===== src/rtl/uart_tx_fifo_pkg.sv =====
// Shared definitions for the buffered UART transmitter: data width, frame
// length and the serializer state encoding.
package uart_tx_fifo_pkg;

   localparam int DATA_W     = 8;
   localparam int FRAME_BITS = 10;

   typedef logic [1:0] uart_state_t;

   localparam uart_state_t ST_IDLE  = 2'd0;
   localparam uart_state_t ST_START = 2'd1;
   localparam uart_state_t ST_DATA  = 2'd2;
   localparam uart_state_t ST_STOP  = 2'd3;

endpackage


===== src/rtl/uart_tx_fifo_sync_fifo.sv =====
// Single-clock FIFO with first-word-fall-through output and registered
// full/empty/level flags.
module sync_fifo #(
   parameter int WIDTH = 8,
   parameter int DEPTH = 16
) (
   input  logic                     clk,
   input  logic                     rst_n,
   input  logic                     push,
   input  logic                     pop,
   input  logic [WIDTH-1:0]         din,
   output logic [WIDTH-1:0]         dout,
   output logic                     full,
   output logic                     empty,
   output logic [$clog2(DEPTH):0]   level
);

   localparam int AW = $clog2(DEPTH);
   localparam logic [AW-1:0] PTR_ONE  = AW'(1);
   localparam logic [AW:0]   LVL_ONE  = (AW+1)'(1);
   localparam logic [AW:0]   LVL_FULL = (AW+1)'(DEPTH);

   logic [WIDTH-1:0] mem [DEPTH];
   logic [AW-1:0]    wr_ptr;
   logic [AW-1:0]    rd_ptr;
   logic             push_ok;
   logic             pop_ok;
   logic [AW:0]      level_nxt;

   // A push while full still lands if the same edge frees a slot.
   assign pop_ok  = pop && !empty;
   assign push_ok = push && (!full || pop_ok);
   assign dout    = mem[rd_ptr];

   always_comb begin
      level_nxt = level;
      if (push_ok && !pop_ok) begin
         level_nxt = level + LVL_ONE;
      end else if (pop_ok && !push_ok) begin
         level_nxt = level - LVL_ONE;
      end
   end

   always_ff @(posedge clk or negedge rst_n) begin
      if (!rst_n) begin
         wr_ptr <= '0;
         rd_ptr <= '0;
         level  <= '0;
         full   <= 1'b0;
         empty  <= 1'b1;
      end else begin
         if (push_ok) wr_ptr <= wr_ptr + PTR_ONE;
         if (pop_ok)  rd_ptr <= rd_ptr + PTR_ONE;
         level <= level_nxt;
         full  <= (level_nxt == LVL_FULL);
         empty <= (level_nxt == '0);
      end
   end

   always_ff @(posedge clk) begin
      if (push_ok) mem[wr_ptr] <= din;
   end

endmodule


===== src/rtl/uart_tx_fifo.sv =====
// Buffered 8N1 UART transmitter: byte FIFO feeding a start/data/stop
// serializer with a registered TXD output.
module uart_tx_fifo
   import uart_tx_fifo_pkg::*;
#(
   parameter int CLK_FREQ   = 50000000,
   parameter int UART_BPS   = 115200,
   parameter int FIFO_DEPTH = 16,
   localparam int ADDR_W    = $clog2(FIFO_DEPTH)
) (
   input  logic              clk,
   input  logic              rst_n,
   input  logic              wr_en,
   input  logic [7:0]        wr_data,
   output logic              full,
   output logic              empty,
   output logic [ADDR_W:0]   level,
   output logic              ovf,
   output logic              uart_tx_busy,
   output logic              uart_txd
);

   localparam int BPS_CNT = CLK_FREQ / UART_BPS;
   localparam int CNT_W   = $clog2(BPS_CNT + 1);
   localparam logic [CNT_W-1:0] CNT_MAX = CNT_W'(BPS_CNT - 1);
   localparam logic [CNT_W-1:0] CNT_ONE = CNT_W'(1);

   uart_state_t       state;
   logic [CNT_W-1:0]  baud_cnt;
   logic [2:0]        bit_idx;
   logic [DATA_W-1:0] shift;
   logic [DATA_W-1:0] fifo_dout;
   logic              txd_q;
   logic              baud_end;
   logic              pop;

   // Handshake: wr_en is a one-cycle push request with no backpressure; it is
   // accepted when the FIFO has room or pops on the same edge, else dropped
   // and flagged on ovf one cycle later.
   assign baud_end     = (baud_cnt == CNT_MAX);
   assign pop          = !empty && ((state == ST_IDLE) || (state == ST_STOP && baud_end));
   assign uart_tx_busy = (state != ST_IDLE);
   assign uart_txd     = txd_q;

   sync_fifo #(
      .WIDTH (DATA_W),
      .DEPTH (FIFO_DEPTH)
   ) u_fifo (
      .clk   (clk),
      .rst_n (rst_n),
      .push  (wr_en),
      .pop   (pop),
      .din   (wr_data),
      .dout  (fifo_dout),
      .full  (full),
      .empty (empty),
      .level (level)
   );

   always_ff @(posedge clk or negedge rst_n) begin
      if (!rst_n) begin
         state    <= ST_IDLE;
         baud_cnt <= '0;
         bit_idx  <= '0;
         shift    <= '0;
      end else begin
         if (pop) shift <= fifo_dout;
         case (state)
            ST_IDLE: begin
               baud_cnt <= '0;
               if (pop) state <= ST_START;
            end
            ST_START: begin
               if (baud_end) begin
                  baud_cnt <= '0;
                  bit_idx  <= '0;
                  state    <= ST_DATA;
               end else begin
                  baud_cnt <= baud_cnt + CNT_ONE;
               end
            end
            ST_DATA: begin
               if (baud_end) begin
                  baud_cnt <= '0;
                  if (bit_idx == 3'd7) state <= ST_STOP;
                  else                 bit_idx <= bit_idx + 3'd1;
               end else begin
                  baud_cnt <= baud_cnt + CNT_ONE;
               end
            end
            ST_STOP: begin
               if (baud_end) begin
                  baud_cnt <= '0;
                  state    <= pop ? ST_START : ST_IDLE;
               end else begin
                  baud_cnt <= baud_cnt + CNT_ONE;
               end
            end
            default: state <= ST_IDLE;
         endcase
      end
   end

   // The line follows the state one clock late, so every bit still lasts BPS_CNT clocks.
   always_ff @(posedge clk or negedge rst_n) begin
      if (!rst_n) begin
         txd_q <= 1'b1;
         ovf   <= 1'b0;
      end else begin
         ovf <= wr_en && full && !pop;
         case (state)
            ST_START: txd_q <= 1'b0;
            ST_DATA:  txd_q <= shift[bit_idx];
            default:  txd_q <= 1'b1;
         endcase
      end
   end

endmodule


===== config.mk =====
export PLATFORM = sky130hd
export DESIGN_NAME = uart_tx_fifo
export DESIGN_NICKNAME = d
export VERILOG_FILES = /design/src/rtl/uart_tx_fifo_pkg.sv /design/src/rtl/uart_tx_fifo_sync_fifo.sv /design/src/rtl/uart_tx_fifo.sv
export SDC_FILE = /design/constraint.sdc
export NUM_CORES = 1
export LEC_CHECK = 0
export ABC_AREA = 1
export CORE_MARGIN = 5
export CORE_UTILIZATION = 65
export DETAILED_ROUTE_END_ITERATION = 7
export PLACE_DENSITY = 0.83
export SLEW_MARGIN = 20
export SYNTH_ARGS = -nofsm -noshare
export SYNTH_HDL_FRONTEND = slang
export SYNTH_SLANG_ARGS = --single-unit
export TNS_END_PERCENT = 5

===== constraint.sdc =====
create_clock -name clk -period 4.67 [get_ports clk]
set_input_delay 1.401 -clock clk [delete_from_list [all_inputs] [get_ports clk]]
set_output_delay 1.401 -clock clk [all_outputs]
set_load 0.02 [all_outputs]

# After elaboration in Yosys (flattened, before gate mapping)
# Memory sizes are Yosys's and may differ from the RTL's. A register that Yosys moved wholly into a read port is not among the register bits.
# Index checks and enable logic that the tools add are counted.
# word_totals
regBits,31
latchBits,0
ramBits,128
romBits,0
output_inout_bits,10
elab_cells,73
mem_count,1
# memory_table
name,words,width,rd,rd_ports_with_merged_regs,wr,line,text
u_fifo.mem,16,8,1,1,1,uart_tx_fifo_sync_fifo.sv:23,logic [WIDTH-1:0] mem [DEPTH];
# op_classes
add_sub_neg,6
mul,0
div,0
order_cmp,1
eq_ne,12
shift,0
n_mux,20
bitwise,0
reduce_logical,23
# ops
operator,count
case mux 9 bit (2 select lines),1
"inequality test 2 bit, second input constant",6
2-to-1 mux 2 bit,5
2-to-1 mux 5 bit,2
"adder 9 x 1 -> 9 bit, second input constant",1
"== test 9 bit, second input constant",1
2-to-1 mux 3 bit,3
2-to-1 mux 9 bit,1
"adder 4 x 1 -> 4 bit, second input constant",2
logical AND 1 bit,8
case mux 2 bit (4 select lines),1
zero test 1 bit,6
case mux 3 bit (2 select lines),1
"adder 5 x 1 -> 5 bit, second input constant",1
"== test 5 bit, second input constant",1
zero test 5 bit,1
AND reduction 5 bit,1
"subtractor 5 x 1 -> 5 bit, second input constant",1
"== test 2 bit, second input constant",2
"less-than comparator 3 x 4 -> 1 bit, second input constant",1
2-to-1 mux 1 bit,4
AND reduction 4 bit,1
nonzero test 2 bit,2
"adder 3 x 1 -> 3 bit, second input constant",1
other kinds (7),8

# Logic depth before layout (Yosys ltp)
# Gate-level depths: netlist (run 1).
# logic_depth
word_depth,12
depth_mapped,14

# By module
# From an unflattened synthesis (run 1), not the netlist that was laid out.
# unflattened
cells_unflattened,620
hier_area_um2,7264.5
# by_module_without_submodules
mod,n_inst,cells_per_inst,area_per_inst_um2,seq_area_each_um2
sync_fifo,1,473,5960.7,4220.3
uart_tx_fifo,1,147,1303.8,601.8

# Least setup slack after synthesis (run 1)
# OpenSTA, ideal clock, no wires.
# synth_timing
kind,input to register
startpoint,input wr_en
endpoint,"memory u_fifo.mem[11][0], enable pin"
setup_ns,0.370
arrival_time_ns,2.068
required_ns,4.300
slack_ns,2.232
path_stages,4
n_path_buf,0
cell_sequence,nand2_1 nor2_2 inv_1 nor2_1
# synth_between
elab_chain_cells,3
# synth_lines
element,line,text
"start, declared",uart_tx_fifo.sv:13,"input logic wr_en,"
logical AND 1 bit,uart_tx_fifo_sync_fifo.sv:32,assign push_ok = push && (!full || pop_ok);
2-to-1 mux 1 bit,uart_tx_fifo_sync_fifo.sv:61,if (push_ok) mem[wr_ptr] <= din;
2-to-1 mux 1 bit (not written as such),uart_tx_fifo_sync_fifo.sv:61,
"end, declared",uart_tx_fifo_sync_fifo.sv:23,
# Every way passes these cells.

# Worst setup path after layout (run 1)
# layout_timing
startpoint,register state[0]
endpoint,output uart_tx_busy
# layout_between
elab_chain_cells,1
# layout_lines
element,line,text
"start, declared",uart_tx_fifo.sv:28,uart_state_t state;
"start signal, assigned",uart_tx_fifo.sv:94,state <= pop ? ST_START : ST_IDLE;
nonzero test 2 bit,uart_tx_fifo.sv:42,assign uart_tx_busy = (state != ST_IDLE);
"end, declared",uart_tx_fifo.sv:19,"output logic uart_tx_busy,"
# Every way passes these cells.

==> flow_summary.ini, run 1 <==
[synthesis]
synth_area_per_cell_um2 = 11.5
synth_common_cells = nor2_1, edfxtp_1, o21ai_0
netlist.area_leader.share_pct = 53.7
yosysMostFrequentCell = nor2_1
syn_inst = 622
netlist_top_cells_area = edfxtp_1, dfrtp_1, nor2_1, o21ai_0, ha_1
synthesis.area_um2 = 7160
ys_types = 35
synth_ff_type = edfxtp_1
async_flop_share_pct = 23.4
ys_warn_count = 0
synth_fp_nets = 648
seq_area_frac_synth_pct = 67.4
ys_seq_elements = 167
synth.largest_area_cell = edfxtp_1
synth_edf_count = 128

[sta]
timing.final.ws_setup_ns = 1.23
final.min_clock_period_ns = 3.44
timing.final.crit_share_pct = 73.6
max_slew_margin_pct = 31.1
grt_setup_unrepaired = false
tightest_slew_ns = 1.03
final-setup-viol-count = 0
slew_viol_final = 0
fin_setup_tns_ns = 0
finalHoldViolCount = 0
final.setup_skew_ns = 0.00791
max_freq_mhz = 291

[clock_tree]
cts.path.max_buffers = 2
cts_sinks = 167
htree_levels = 4
numCtsBuffers = 17
path_clk_slew_ns = 0.06
cts.repair.resized = 0
postCtsSetupBuffers = 0
cts_tree = built
ctsHoldBuffers = 0
clk_latency_ns = 0.54
clock-root-buffer = clkbuf_8

[floorplan]
pin_count = 21
die_x_um = 115
num_rows = 38
start_util_pct = 66.3
die-area_um2 = 13200
fp.coreArea_um2 = 10800
dieHeight_um = 115

[critical_path]
cp.required_ns = 3.27
worstPathArrival_ns = 2.04
worstPathMaxFanout = 4
end_kind = output pin
worstSetupPathType = flip-flop to output pin
start_kind = flip-flop

[finish]
fin_nets = 660
drive_above_1_share_pct = 8.50
finalNonFillerCells = 787
diodes = 0
syn_to_final_growth_pct = 11.8
finish.utilization_pct = 74.1

[place]
dp_hpwl_um = 9860
io_buffers = 20
placed_cells = 755
place_congestion = 0.846
dpl_worst_slack_ns = 1.31

[detailed_routing]
routed_wl_um = 15700
wl_per_cell_um = 19.9
num_vias = 4816
viasPerCell = 6.12
drtIter0Drc = 504
antenna_left = 0
drc = 0
firstDrtPassIters = 7

[hold_path]
hp-class = flip-flop to flip-flop

[status]
outcome = completed

[power]
p_leak_nw = 2.92
power.total_mw = 3.74
powerDensity_nw_per_um2 = 468
ir_drop_v = 0.000329

[global_routing]
grt_max_degree = 67
grt_pass1_vias = 4838
grt_antenna_before_repair = 0
overflow = 0
grtUsageTotal_pct = 25.5
grt_pass1_wl_um = 24900

[flow_run]
cap_viol_max_count = 0
==> cell families after synthesis <==
logic type | Yosys count | synth area share (%)
AO/OA/AOI/OAI | 149 | 11.8
XOR/XNOR | 13 | 1.59
flip-flops | 167 | 67.4
multiplexers | 1 | 0.140
buffers and inverters | 66 | 4.14
AND/OR/NAND/NOR | 211 | 12.4
adder cells (fa/ha/maj) | 15 | 2.62
==> registers in the layout (all words and copies together), names as in the netlist <==
signal and flops:
u_fifo.mem 128, bit_idx 3, shift 8, u_fifo.empty 1, baud_cnt 9, ovf 1
uart_txd 1, u_fifo.full 1, u_fifo.wr_ptr 4, u_fifo.rd_ptr 4, state 2, u_fifo.level 5
==> metal layers <==
metal	up-vias	global-route usage, %	wire length [um]
li1	2206	-	-
met1	2297	31.4	5870
met2	253	42.5	7930
met3	60	6.63	1260
met4	0	11.6	627
met5	-	0	0
==> worst max-delay path: stages (launching register included) <==
cell and delay [ns]:
dfrtp_1 0.40, inv_1 0.10, ha_1 0.26, inv_2 0.12, clkdlybuf4s50_1 0.62
==> cells in the final DEF, fill, tap and decap left out, types with 2 or more instances in the layout <==
master / netlist / layout
nor2_1: 132 / 132
edfxtp_1: 128 / 128
o21ai_0: 80 / 80
nand2_1: 43 / 43
dfrtp_1: 37 / 37
inv_1: 32 / 32
o22ai_1: 22 / 22
clkdlybuf4s50_1: 0 / 19
o211ai_1: 18 / 18
clkbuf_16: 0 / 16
nand3_1: 15 / 15
a21oi_1: 15 / 15
ha_1: 15 / 15
xor2_1: 11 / 11
o21ai_1: 10 / 10
inv_6: 0 / 6
inv_2: 5 / 5
nand2_2: 4 / 4
nor3_1: 4 / 4
nor2_2: 3 / 3
nand4_1: 3 / 3
bufinv_16: 0 / 3
nand2_4: 2 / 2
xnor2_1: 2 / 2
clkbuf_8: 0 / 2
clkinvlp_4: 0 / 2
inv_8: 0 / 2
buf_4: 4 / 2
dfstp_2: 2 / 2
==> path summary, 6_finish.rpt <==
path | from | endpoint | slack (ns) | depth (start not counted)
hold / removal | baud_cnt[0] | baud_cnt[0] | 0.49 | 1
setup reg to reg | state[0] | u_fifo.mem[2][4] | 1.66 | 10
setup / recovery | state[0] | uart_tx_busy | 1.23 | 4
hold reg to reg | baud_cnt[0] | baud_cnt[0] | 0.49 | 1
min in group asynchronous | rst_n | baud_cnt[5] | 0.99 | 1
max in group asynchronous | rst_n | shift[4] | 3.12 | 1
==> power breakdown <==
group,switching (mW),internal [mW],total [mW]
sequential,0.0837,1.77,1.85
clock,0.594,0.846,1.44
combinational,0.307,0.148,0.455
==> through the flow <==
step	hold slack (ns)	area, um2
finish	0.495	8000
floorplan	0.461	7160
global route	0.535	8000
CTS	0.503	8000
detailed placement	0.493	7380
global placement	0.482	7380
==> area by class of cell <==
type | count | area (um2)
flip-flops and latches | 167 | 4820
clock inverters | 14 | 185
clock buffers | 18 | 428
fillers | 667 | 2800
well taps | 140 | 175
repair buffers | 22 | 210
inverters | 37 | 139
multi-input cells | 389 | 2040
Note: power is estimated with default switching activity, not from simulation.
==> run 2, diff against run 1 <==
--- a/config.mk
+++ b/config.mk
@@ -7,9 +7,9 @@
 export LEC_CHECK = 0
 export ABC_AREA = 1
 export CORE_MARGIN = 5
-export CORE_UTILIZATION = 65
+export CORE_UTILIZATION = 61
 export DETAILED_ROUTE_END_ITERATION = 7
-export PLACE_DENSITY = 0.83
+export PLACE_DENSITY = 0.79
 export SLEW_MARGIN = 20
 export SYNTH_ARGS = -nofsm -noshare
 export SYNTH_HDL_FRONTEND = slang
==> constraint.sdc (replaced) <==
create_clock -name clk -period 3.6 [get_ports clk]
set_input_delay 1.08 -clock clk [delete_from_list [all_inputs] [get_ports clk]]
set_output_delay 1.08 -clock clk [all_outputs]
set_load 0.02 [all_outputs]
==> flow_summary.ini, run 2 (synthesis results as in run 1) <==
[power]
powerDensity_nw_per_um2 = 611
ir_drop_v = 0.000504
power.total_mw = 4.90
p_leak_nw = 2.92

[clock_tree]
cts_tree = built
path_clk_slew_ns = 0.06
postCtsSetupBuffers = 0
htree_levels = 4
numCtsBuffers = 17
clock-root-buffer = clkbuf_16
ctsHoldBuffers = 0
cts.repair.resized = 0
cts.path.max_buffers = 2
clk_latency_ns = 0.43
cts_sinks = 167

[sta]
timing.final.ws_setup_ns = 0.615
final.min_clock_period_ns = 2.98
fin_setup_tns_ns = 0
slew_viol_final = 0
max_freq_mhz = 335
timing.final.crit_share_pct = 82.9
final.setup_skew_ns = 0.00820
max_slew_margin_pct = 33.9
tightest_slew_ns = 0.992
grt_setup_unrepaired = false
final-setup-viol-count = 0
finalHoldViolCount = 0

[finish]
largest-register = u_fifo.mem
largest_register_ffs = 128
top_regs = u_fifo.mem x128, baud_cnt x9, shift x8
drive_above_1_share_pct = 8.36
syn_to_final_growth_pct = 12.0
fin_nets = 660
n_fill_cell = 763
diodes = 0
design_area_um2 = 8010
final_common_cell = nor2_1
layout_common_cells = nor2_1, edfxtp_1, o21ai_0, nand2_1, dfrtp_1
finalNonFillerCells = 789

[floorplan]
dieHeight_um = 118
fp.coreArea_um2 = 11500
die-area_um2 = 14000
pin_count = 21
num_rows = 39
die_x_um = 118
start_util_pct = 62.4

[place]
placed_cells = 758
place_congestion = 0.910
dp_hpwl_um = 9600
io_buffers = 20
dpl_worst_slack_ns = 0.540
place_area_um2 = 7390

[critical_path]
end_kind = output pin
worstPathArrival_ns = 1.90
cpMaxStageDelayCell = clkdlybuf4s50_1
worstRegToRegCells = 10
worstPathMaxFanout = 4
worstSetupPathType = flip-flop to output pin
start_kind = flip-flop
cp.required_ns = 2.52
max_stage_delay_ns = 0.62
critical_path.cell_chain = inv_1 > ha_1 > inv_2 > clkdlybuf4s50_1

[detailed_routing]
antenna_left = 0
routed_wl_um = 15300
viasPerCell = 6.14
drc = 0
drtIter0Drc = 723
wl_per_cell_um = 19.4
firstDrtPassIters = 6
num_vias = 4843

[global_routing]
grt_antenna_before_repair = 0
grtUsageTotal_pct = 22.6
grt_max_degree = 67
grt_pass1_vias = 4534
overflow = 0
grt_pass1_wl_um = 24400

[hold_path]
min_path_cells = 1
hp-class = flip-flop to flip-flop

[status]
outcome = completed

[flow_run]
cap_viol_max_count = 0
==> run 2: changes by cell type in the layout (fill, tap and decap cells not counted) <==
cell	change
inv_6	-3
clkinv_2	-1
dfrtp_2	+1
bufinv_16	+1
clkinv_4	+3
clkinv_1	+1
clkinvlp_4	+1
dfrtp_1	-1
inv_8	-2
clkbuf_16	+1
clkbuf_8	-2
==> run 2: worst paths after layout <==
check	from	end	slack (ns)
worst max-delay path	state[0]	uart_tx_busy	0.62
worst min-delay path	baud_cnt[0]	baud_cnt[0]	0.51
worst max register to register	state[1]	u_fifo.mem[0][7]	0.62
worst min register to register	baud_cnt[0]	baud_cnt[0]	0.51
max in group asynchronous	rst_n	u_fifo.rd_ptr[0]	2.26
min in group asynchronous	rst_n	u_fifo.level[2]	0.76
==> run 2: power breakdown <==
group	internal, mW	switching (mW)
clock	1.16	0.736
sequential	2.29	0.106
combinational	0.192	0.406
==> run 2: area by class of cell <==
cell class,count,area [um2],area share (%)
sequential,167,4820,60.2
multi-input combinational,389,2040,25.4
clock buffer,17,425,5.31
timing repair buffer,22,210,2.62
clock inverter,14,199,2.48
tap,143,179,2.23
inverter,37,139,1.73
==> run 2: per-stage QoR <==
step / util (%) / hold WS (ns)
global placement: 64.4 / 0.471
floorplan: - / 0.461
CTS: 69.9 / 0.507
global route: 69.9 / 0.525
detailed placement: 64.4 / 0.485
finish: 69.9 / 0.506
==> run 2: routing by layer <==
layer,global-route usage [%],vias to the layer above,wire [um]
met5,0,-,0
met1,31.1,2276,5950
met3,6.78,41,1640
met4,6.74,0,386
li1,-,2212,-
met2,35.3,314,7330
==> run 2: worst max-delay path, delay by kind of cell, from the launching register on <==
kind / cells / cell delay, ns
adder cells (fa/ha/maj): 1 / 0.25
buffers and inverters: 3 / 0.84
flip-flops: 1 / 0.39
